File: src/rtl/usb_pkg.sv
// Shared USB definitions: PID codes, framing constants, scheduler state and
// the registered output bundle of the transmit scheduler.
package usb_pkg;

    typedef enum logic [3:0] {
        PID_OUT   = 4'b0001,
        PID_IN    = 4'b1001,
        PID_SETUP = 4'b1101,
        PID_ACK   = 4'b0010,
        PID_NAK   = 4'b1010,
        PID_STALL = 4'b1110
    } pid_e;

    localparam logic [7:0] SYNC_PATTERN = 8'b1000_0000;
    localparam logic [3:0] EOP_SE0_BITS = 4'd2;

    // Counter terminal values; EOP ends on the J bit that follows the SE0s.
    localparam logic [3:0] BYTE_LAST  = 4'd7;
    localparam logic [3:0] FIELD_LAST = 4'd10;
    localparam logic [3:0] EOP_LAST   = EOP_SE0_BITS;

    typedef enum logic [2:0] {
        ST_IDLE,
        ST_SYNC,
        ST_PID,
        ST_FIELD,
        ST_CRC,
        ST_EOP
    } sched_state_e;

    typedef struct packed {
        logic tx_active;
        logic tx_bit;
        logic eop_se0;
        logic crc_inb;
        logic crc_recving;
        logic tx_sel_crc;
        logic hs_done;
        logic tok_done;
    } tx_out_t;

    // PID byte as it goes on the wire: check nibble in the upper half.
    function automatic logic [7:0] pid_byte(input logic [3:0] pid);
        return {~pid, pid};
    endfunction

endpackage

File: src/rtl/usb_tx_sched_if.sv
// Request, CRC hand-off and serial-output signals of the USB transmit scheduler.
// master: the scheduler side; slave: requesters, CRC block and bit-stuffer side.
interface usb_tx_sched_if;

    logic        hs_req;
    logic [3:0]  hs_pid;
    logic        tok_req;
    logic [3:0]  tok_pid;
    logic [10:0] tok_field;
    logic        stuff_pause;
    logic        crc_sending;

    logic        crc_inb;
    logic        crc_recving;
    logic        tx_bit;
    logic        tx_sel_crc;
    logic        tx_active;
    logic        eop_se0;
    logic        hs_done;
    logic        tok_done;

    modport master (
        input  hs_req, hs_pid, tok_req, tok_pid, tok_field, stuff_pause, crc_sending,
        output crc_inb, crc_recving, tx_bit, tx_sel_crc, tx_active, eop_se0,
               hs_done, tok_done
    );

    modport slave (
        output hs_req, hs_pid, tok_req, tok_pid, tok_field, stuff_pause, crc_sending,
        input  crc_inb, crc_recving, tx_bit, tx_sel_crc, tx_active, eop_se0,
               hs_done, tok_done
    );

endinterface

File: src/rtl/counter.sv
// Generic up-counter with synchronous clear and enable; also exposes its
// next value so callers can register outputs that track the count.
module counter #(
    parameter int WIDTH = 4
) (
    input  logic             clk,
    input  logic             rst_L,
    input  logic             clr_i,
    input  logic             en_i,
    output logic [WIDTH-1:0] q_o,
    output logic [WIDTH-1:0] d_o
);

    logic [WIDTH-1:0] cnt_q;
    logic [WIDTH-1:0] cnt_d;

    always_comb begin
        cnt_d = cnt_q;
        if (clr_i) begin
            cnt_d = '0;
        end else if (en_i) begin
            cnt_d = cnt_q + WIDTH'(1);
        end
    end

    always_ff @(posedge clk) begin
        if (!rst_L) begin
            cnt_q <= '0;
        end else begin
            cnt_q <= cnt_d;
        end
    end

    assign q_o = cnt_q;
    assign d_o = cnt_d;

endmodule

File: src/rtl/tx_sched_arb.sv
// Handshake/token arbiter with the latched grant of the packet in flight.
// USB_TX_SCHED_RR_EN selects two-way round-robin instead of handshake priority.
module tx_sched_arb (
    input  logic clk,
    input  logic rst_L,
    input  logic hs_req_i,
    input  logic tok_req_i,
    input  logic grant_en_i,
    output logic req_any_o,
    output logic win_hs_o,
    output logic grant_hs_o
);

    logic grant_hs_q;
    logic prio_hs;

`ifdef USB_TX_SCHED_RR_EN
    // The last grant doubles as the pointer; its reset value (token) puts
    // handshake first after reset.
    assign prio_hs = ~grant_hs_q;
`else
    // Handshake turnaround is time-critical, so it always wins a tie.
    assign prio_hs = 1'b1;
`endif

    assign req_any_o = hs_req_i | tok_req_i;
    assign win_hs_o  = hs_req_i & (~tok_req_i | prio_hs);

    always_ff @(posedge clk) begin
        if (!rst_L) begin
            grant_hs_q <= 1'b0;
        end else if (grant_en_i && req_any_o) begin
            grant_hs_q <= win_hs_o;
        end
    end

    assign grant_hs_o = grant_hs_q;

endmodule

File: src/rtl/usb_tx_sched.sv
// USB host transmit scheduler: arbitrates handshake vs token requests and frames
// SYNC, PID, token field, CRC5 hand-off and EOP bit-serially, honouring stuff_pause.
module usb_tx_sched
    import usb_pkg::*;
(
    input  logic               clk,
    input  logic               rst_L,
    usb_tx_sched_if.master     bus
);

    sched_state_e state_q;
    sched_state_e state_d;
    logic [3:0]   cnt_q;
    logic [3:0]   cnt_d;
    logic         cnt_clr;
    logic         cnt_en;
    logic         req_any;
    logic         win_hs;
    logic         grant_hs;
    logic         in_idle;
    logic [7:0]   pid_byte_q;
    logic [10:0]  field_q;
    tx_out_t      out_q;
    tx_out_t      out_d;

    assign in_idle = (state_q == ST_IDLE);

    tx_sched_arb u_arb (
        .clk        (clk),
        .rst_L      (rst_L),
        .hs_req_i   (bus.hs_req),
        .tok_req_i  (bus.tok_req),
        .grant_en_i (in_idle),
        .req_any_o  (req_any),
        .win_hs_o   (win_hs),
        .grant_hs_o (grant_hs)
    );

    counter #(
        .WIDTH (4)
    ) u_bit_cnt (
        .clk   (clk),
        .rst_L (rst_L),
        .clr_i (cnt_clr),
        .en_i  (cnt_en),
        .q_o   (cnt_q),
        .d_o   (cnt_d)
    );

    // A paused cycle leaves state and count untouched, which also freezes the
    // outputs because they are decoded from the next state and count.
    always_comb begin
        state_d = state_q;
        cnt_clr = 1'b0;
        cnt_en  = 1'b0;
        unique case (state_q)
            ST_IDLE: begin
                cnt_clr = 1'b1;
                if (req_any) begin
                    state_d = ST_SYNC;
                end
            end
            ST_SYNC: begin
                if (!bus.stuff_pause) begin
                    if (cnt_q == BYTE_LAST) begin
                        cnt_clr = 1'b1;
                        state_d = ST_PID;
                    end else begin
                        cnt_en = 1'b1;
                    end
                end
            end
            ST_PID: begin
                if (!bus.stuff_pause) begin
                    if (cnt_q == BYTE_LAST) begin
                        cnt_clr = 1'b1;
                        state_d = grant_hs ? ST_EOP : ST_FIELD;
                    end else begin
                        cnt_en = 1'b1;
                    end
                end
            end
            ST_FIELD: begin
                if (!bus.stuff_pause) begin
                    if (cnt_q == FIELD_LAST) begin
                        cnt_clr = 1'b1;
                        state_d = ST_CRC;
                    end else begin
                        cnt_en = 1'b1;
                    end
                end
            end
            ST_CRC: begin
                // The CRC block absorbs pauses itself; just wait for it to finish.
                cnt_clr = 1'b1;
                if (!bus.crc_sending) begin
                    state_d = ST_EOP;
                end
            end
            ST_EOP: begin
                if (!bus.stuff_pause) begin
                    if (cnt_q == EOP_LAST) begin
                        cnt_clr = 1'b1;
                        state_d = ST_IDLE;
                    end else begin
                        cnt_en = 1'b1;
                    end
                end
            end
            default: begin
                cnt_clr = 1'b1;
                state_d = ST_IDLE;
            end
        endcase
    end

    always_comb begin
        out_d = '0;
        unique case (state_d)
            ST_SYNC: begin
                out_d.tx_active = 1'b1;
                out_d.tx_bit    = SYNC_PATTERN[cnt_d[2:0]];
            end
            ST_PID: begin
                out_d.tx_active = 1'b1;
                out_d.tx_bit    = pid_byte_q[cnt_d[2:0]];
            end
            ST_FIELD: begin
                // CRC block passes inb straight through to outb while receiving.
                out_d.tx_active   = 1'b1;
                out_d.crc_recving = 1'b1;
                out_d.tx_sel_crc  = 1'b1;
                out_d.crc_inb     = field_q[cnt_d];
            end
            ST_CRC: begin
                out_d.tx_active  = 1'b1;
                out_d.tx_sel_crc = 1'b1;
            end
            ST_EOP: begin
                out_d.tx_active = 1'b1;
                out_d.eop_se0   = (cnt_d < EOP_SE0_BITS);
                out_d.tx_bit    = (cnt_d >= EOP_SE0_BITS);
                if (cnt_d == EOP_LAST) begin
                    out_d.hs_done  = grant_hs;
                    out_d.tok_done = ~grant_hs;
                end
            end
            default: begin
                out_d = '0;
            end
        endcase
    end

    always_ff @(posedge clk) begin
        if (!rst_L) begin
            state_q    <= ST_IDLE;
            out_q      <= '0;
            pid_byte_q <= '0;
            field_q    <= '0;
        end else begin
            state_q <= state_d;
            out_q   <= out_d;
            if (in_idle && req_any) begin
                pid_byte_q <= pid_byte(win_hs ? bus.hs_pid : bus.tok_pid);
                field_q    <= bus.tok_field;
            end
        end
    end

    assign bus.tx_active   = out_q.tx_active;
    assign bus.tx_bit      = out_q.tx_bit;
    assign bus.eop_se0     = out_q.eop_se0;
    assign bus.crc_inb     = out_q.crc_inb;
    assign bus.crc_recving = out_q.crc_recving;
    assign bus.tx_sel_crc  = out_q.tx_sel_crc;
    assign bus.hs_done     = out_q.hs_done;
    assign bus.tok_done    = out_q.tok_done;

endmodule
File: src/flat_wrapper.sv
// flat-port wrapper written by rule: the top's interface ports become plain ports
module usb_tx_sched_flat import usb_pkg::*;
  (clk, rst_L, bus_hs_req, bus_hs_pid, bus_tok_req, bus_tok_pid, bus_tok_field, bus_stuff_pause, bus_crc_sending, bus_crc_inb, bus_crc_recving, bus_tx_bit, bus_tx_sel_crc, bus_tx_active, bus_eop_se0, bus_hs_done, bus_tok_done);
  usb_tx_sched_if bus_i ();
  input  logic clk;
  input  logic rst_L;
  input wire logic [$bits(bus_i.hs_req)-1:0] bus_hs_req;
  input wire logic [$bits(bus_i.hs_pid)-1:0] bus_hs_pid;
  input wire logic [$bits(bus_i.tok_req)-1:0] bus_tok_req;
  input wire logic [$bits(bus_i.tok_pid)-1:0] bus_tok_pid;
  input wire logic [$bits(bus_i.tok_field)-1:0] bus_tok_field;
  input wire logic [$bits(bus_i.stuff_pause)-1:0] bus_stuff_pause;
  input wire logic [$bits(bus_i.crc_sending)-1:0] bus_crc_sending;
  output wire logic [$bits(bus_i.crc_inb)-1:0] bus_crc_inb;
  output wire logic [$bits(bus_i.crc_recving)-1:0] bus_crc_recving;
  output wire logic [$bits(bus_i.tx_bit)-1:0] bus_tx_bit;
  output wire logic [$bits(bus_i.tx_sel_crc)-1:0] bus_tx_sel_crc;
  output wire logic [$bits(bus_i.tx_active)-1:0] bus_tx_active;
  output wire logic [$bits(bus_i.eop_se0)-1:0] bus_eop_se0;
  output wire logic [$bits(bus_i.hs_done)-1:0] bus_hs_done;
  output wire logic [$bits(bus_i.tok_done)-1:0] bus_tok_done;
  assign bus_i.hs_req = bus_hs_req;
  assign bus_i.hs_pid = bus_hs_pid;
  assign bus_i.tok_req = bus_tok_req;
  assign bus_i.tok_pid = bus_tok_pid;
  assign bus_i.tok_field = bus_tok_field;
  assign bus_i.stuff_pause = bus_stuff_pause;
  assign bus_i.crc_sending = bus_crc_sending;
  assign bus_crc_inb = bus_i.crc_inb;
  assign bus_crc_recving = bus_i.crc_recving;
  assign bus_tx_bit = bus_i.tx_bit;
  assign bus_tx_sel_crc = bus_i.tx_sel_crc;
  assign bus_tx_active = bus_i.tx_active;
  assign bus_eop_se0 = bus_i.eop_se0;
  assign bus_hs_done = bus_i.hs_done;
  assign bus_tok_done = bus_i.tok_done;
  usb_tx_sched u_core (.clk(clk), .rst_L(rst_L), .bus(bus_i));
endmodule
File: config.mk
export PLATFORM = sky130hd
export DESIGN_NAME = usb_tx_sched_flat
export DESIGN_NICKNAME = d
export VERILOG_FILES = /design/src/rtl/usb_pkg.sv /design/src/rtl/usb_tx_sched_if.sv /design/src/rtl/counter.sv /design/src/rtl/tx_sched_arb.sv /design/src/rtl/usb_tx_sched.sv /design/src/flat_wrapper.sv
export SDC_FILE = /design/constraint.sdc
export NUM_CORES = 1
export LEC_CHECK = 0
export ABC_AREA = 1
export BUFFER_PORTS_ARGS = -buffer_cell sky130_fd_sc_hd__buf_4
export CAP_MARGIN = 20
export CORE_ASPECT_RATIO = 1.2
export CORE_MARGIN = 2
export CORE_UTILIZATION = 35
export DETAILED_ROUTE_END_ITERATION = 10
export GPL_TIMING_DRIVEN = 0
export HOLD_SLACK_MARGIN = 0.12
export PLACE_DENSITY = 0.61
export SETUP_SLACK_MARGIN = 0.2
export SLEW_MARGIN = 20
export SYNTH_ARGS = -nofsm -noshare
export SYNTH_HDL_FRONTEND = slang
export SYNTH_HIERARCHICAL = 1
export SYNTH_SLANG_ARGS = --single-unit
File: constraint.sdc
create_clock -name clk -period 2.8 [get_ports clk]
set_clock_uncertainty 0.1 [all_clocks]
set_input_delay 0.28 -clock clk [delete_from_list [all_inputs] [get_ports clk]]
set_output_delay 0.28 -clock clk [all_outputs]
set_load 0.01 [all_outputs]
==> parameters.txt <==
Parameter                              Value

Run status
  Run status    completed

Pwr
  Leakage power of the design    0.00112 uW
  Power per cell area    539 nW/um2
  Maximum ir drop on the vdd rail    0.286 mV

Worst setup path
  Register-to-Register Path Depth    17
  Cell mode on critical path    sky130_fd_sc_hd__nand2_2
  Cell Chain, Critical Path    inv_2 > nand2_2 > nor2_2 > inv_1 > nand2_2 > o21ai_1 > a31oi_2 > buf_4 > nor2_1 > nor3_1 > buf_2 > o21ai_0 > o22ai_1 > nand2_1 > nand2_2 > nand3_2 > a21oi_2
  WS Path Type    register to register
  CP peak stage delay    0.33 ns
  Required time worst endpoint    2.92 ns
  Slowest cell on the critical path    sky130_fd_sc_hd__dfxtp_2
  Kind of start point of the critical path    register
  Setup crit end kind    register
  Data arrival, critical path    2.53 ns
  Critical path peak fanout    10

Die
  Die X    68.9 um
  Die outline area    5630 um2
  Die span in y    81.8 um
  I/O pin count    33
  Initial core utilization    36.0%
  Core area    4900 um2
  # rows    28

Logic synthesis
  Most common cell in the netlist    sky130_fd_sc_hd__nand2_1
  Synthesized instance count    266
  Most common library cells after synthesis    sky130_fd_sc_hd__nand2_1, sky130_fd_sc_hd__inv_1, sky130_fd_sc_hd__dfxtp_1
  Number of warnings reported in the yosys synthesis log    6
  Flip-flop cell with the highest count after synthesis    sky130_fd_sc_hd__dfxtp_1
  Mean area per synthesized cell    6.64 um2
  Cell Area, Synth    1770 um2
  Number of flops mapped to enable cells by yosys    0
  Cells taking the most area after synthesis    sky130_fd_sc_hd__dfxtp_1, sky130_fd_sc_hd__nand2_1, sky130_fd_sc_hd__inv_1, sky130_fd_sc_hd__a21oi_1, sky130_fd_sc_hd__o21ai_0
  Area share of the largest cell type after synthesis    39.7%
  Flops & latches, synth    35
  Cell type with the highest aggregate area in the netlist    sky130_fd_sc_hd__dfxtp_1
  Sequential area share after synthesis    39.7%
  Post-Syn Nets    292
  Unique masters post-synth    30
  Share of synthesized registers carrying an async set or reset    0%

Global route
  Vias in the first global route    1702
  Antenna violations before repair    0
  GRT Resource Usage Total    17.3%
  Total gr overflow    0
  Pin count of the biggest net entering global routing    12
  Wire length of the first global-routing pass    7.34 mm

Timing
  Setup repair after global routing missed its margin    true
  Time the worst path needs with I/O delays and setup    2.41 ns
  Ratio of final minimum period to clock period    86.0%
  Tightest Pin Transition    0.499 ns
  Rel. slew slack    66.8%
  Final Hold Violating Endpoints    0
  Number of endpoints failing setup at the final stage    0
  Max Clk Rate    415 MHz
  Final-report max-slew violation count    0
  Sum Neg Setup Slack    0 ns

Routing
  Via count normalized by instance count    4.78
  Vias post-DR    1794
  Antenna-violating nets left    0
  Total iterations of the first detailed-routing run    4
  DRC violations left    0
  Number of DRC markers in iteration 0    109
  Aggregate routed wire length    4.30 mm
  Routed length per placed instance    11.5 um

Clocking
  TritonCTS Sinks    35
  Max Root-Sink Buffers    2
  H-tree depth reported by CTS    2
  CTS clock-pin slew for the worst setup and hold paths    0.07 ns
  TritonCTS clock tree    built
  Clock buffer count from CTS    5
  Clock insertion delay at the later pin of the skew report    0.28 ns
  Clock root buffer    sky130_fd_sc_hd__clkbuf_8

Hold path
  Worst hold-check path type    input port to register
  Hold-critical path depth    3

Layout
  Layout Utilization    47.8%
  Growth of design area from synthesis to finish    32.6%
  ANT cells    0
  Area occupied by multi-input gates    916 um2
  Sequential cell area in the final layout    706 um2
  Fill cell count    536
  Layout cell share with drive strength beyond 1    26.7%
  Final #Nets    340

Placement
  Estimated wirelength of the detail-placed design    3.15 mm
  # port buffers    32
  Final GP Congestion    0.823

Run
  # Max-Cap Violations    0
==> what timing repair did <==
item / 4_1_cts / 5_1_grt
setup buffers: 4 / 3
resized for setup: 1 / 27
pin swaps: 1 / 8
hold buffers: 2 / 0
hold endpoints to repair: 2 / 0
setup endpoints to repair: 4 / 5
==> path summary, 6_finish.rpt <==
path	slack, ns	startpoint	endpoint
max	0.39	u_core/state_q[2]	u_core/bus.tx_bit
min reg2reg	0.35	u_core/pid_byte_q[7]	u_core/pid_byte_q[7]
min	0.15	bus_tok_field[2]	u_core/field_q[2]
max reg2reg	0.39	u_core/state_q[2]	u_core/bus.tx_bit
==> flip-flops by register name, indices dropped and copies added (netlist names) <==
signal                   flops
u_core/bus.crc_inb           1
u_core/state_q               3
u_core/pid_byte_q            8
u_core/bus.hs_done           1
u_core/bus.tx_bit            1
u_core/u_arb/grant_hs_o      1
u_core/bus.tx_sel_crc        1
u_core/bus.crc_recving       1
u_core/bus.eop_se0           1
u_core/bus.tok_done          1
u_core/bus.tx_active         1
u_core/field_q              11
u_core/u_bit_cnt/q_o         4
==> cells by family after synthesis <==
kind of cell               share of synthesized area (%)
buffers and inverters                               11.3
DFF                                                 39.7
adders and majority gates                          0.708
AOI/OAI and AO/OA                                   16.6
and+or+nand+nor                                     31.7
==> worst max-delay path: cells and delay by family, from the launching register on <==
family | cells | cell delay [ns]
AO/OA/AOI/OAI | 5 | 0.65
buffers and inverters | 4 | 0.54
flip-flops | 1 | 0.33
AND/OR/NAND/NOR | 8 | 0.71
==> metal layers <==
layer | global-route usage (%) | part of all wire, % | up-vias
met4 | 6.86 | 1.3 | 0
met2 | 30.0 | 49 | 37
li1 | - | - | 943
met5 | 0 | 0 | -
met1 | 20.3 | 45 | 807
met3 | 3.84 | 4.2 | 7
==> cells in the final DEF, fill, tap and decap left out, drive strengths merged <==
master,synthesis,final
or2,1,1
o21bai,1,1
clkbuf,2,8
o21ai,24,24
dfxtp,35,35
o2111ai,1,1
nor2,33,33
ha,1,1
inv,39,39
nand3b,2,2
a31oi,1,1
o211a,1,1
nor3,5,5
nor4,3,3
buf,7,46
bufinv,0,2
dlygate4sd3,0,2
nand2,68,68
nand3,16,16
o22ai,1,1
o21a,1,1
a21oi,24,24
==> stage by stage <==
step	area [um2]	instances	hold slack [ns]	power (uW)	setup slack [ns]
final	2340	375	0.149	1260	0.391
after global routing	2340	375	0.154	1330	0.160
after CTS	2270	372	0.139	1270	0.206
after detailed placement	2080	358	0.344	722	0.00531
after global placement	2080	358	0.335	719	0.0579
after floorplan	1770	266	0.302	660	0.418
==> power by group <==
| group | switching [uW] | internal (uW) | leakage, uW |
|---|---|---|---|
| sequential | 16.1 | 528 | 0.000289 |
| clock | 178 | 356 | 0.0000654 |
| combinational | 105 | 80.4 | 0.000763 |
==> area by class of cell <==
cell class                 count  area share (%)
sequential                    35            30.1
clock buffer                   6            3.10
timing repair buffer          41            13.4
multi-input combinational    183            39.1
clock inverter                 2            2.56
tap                           60            3.21
inverter                      39            6.25
buffer                         9            2.30
Power figures use the tool's default switching activity.
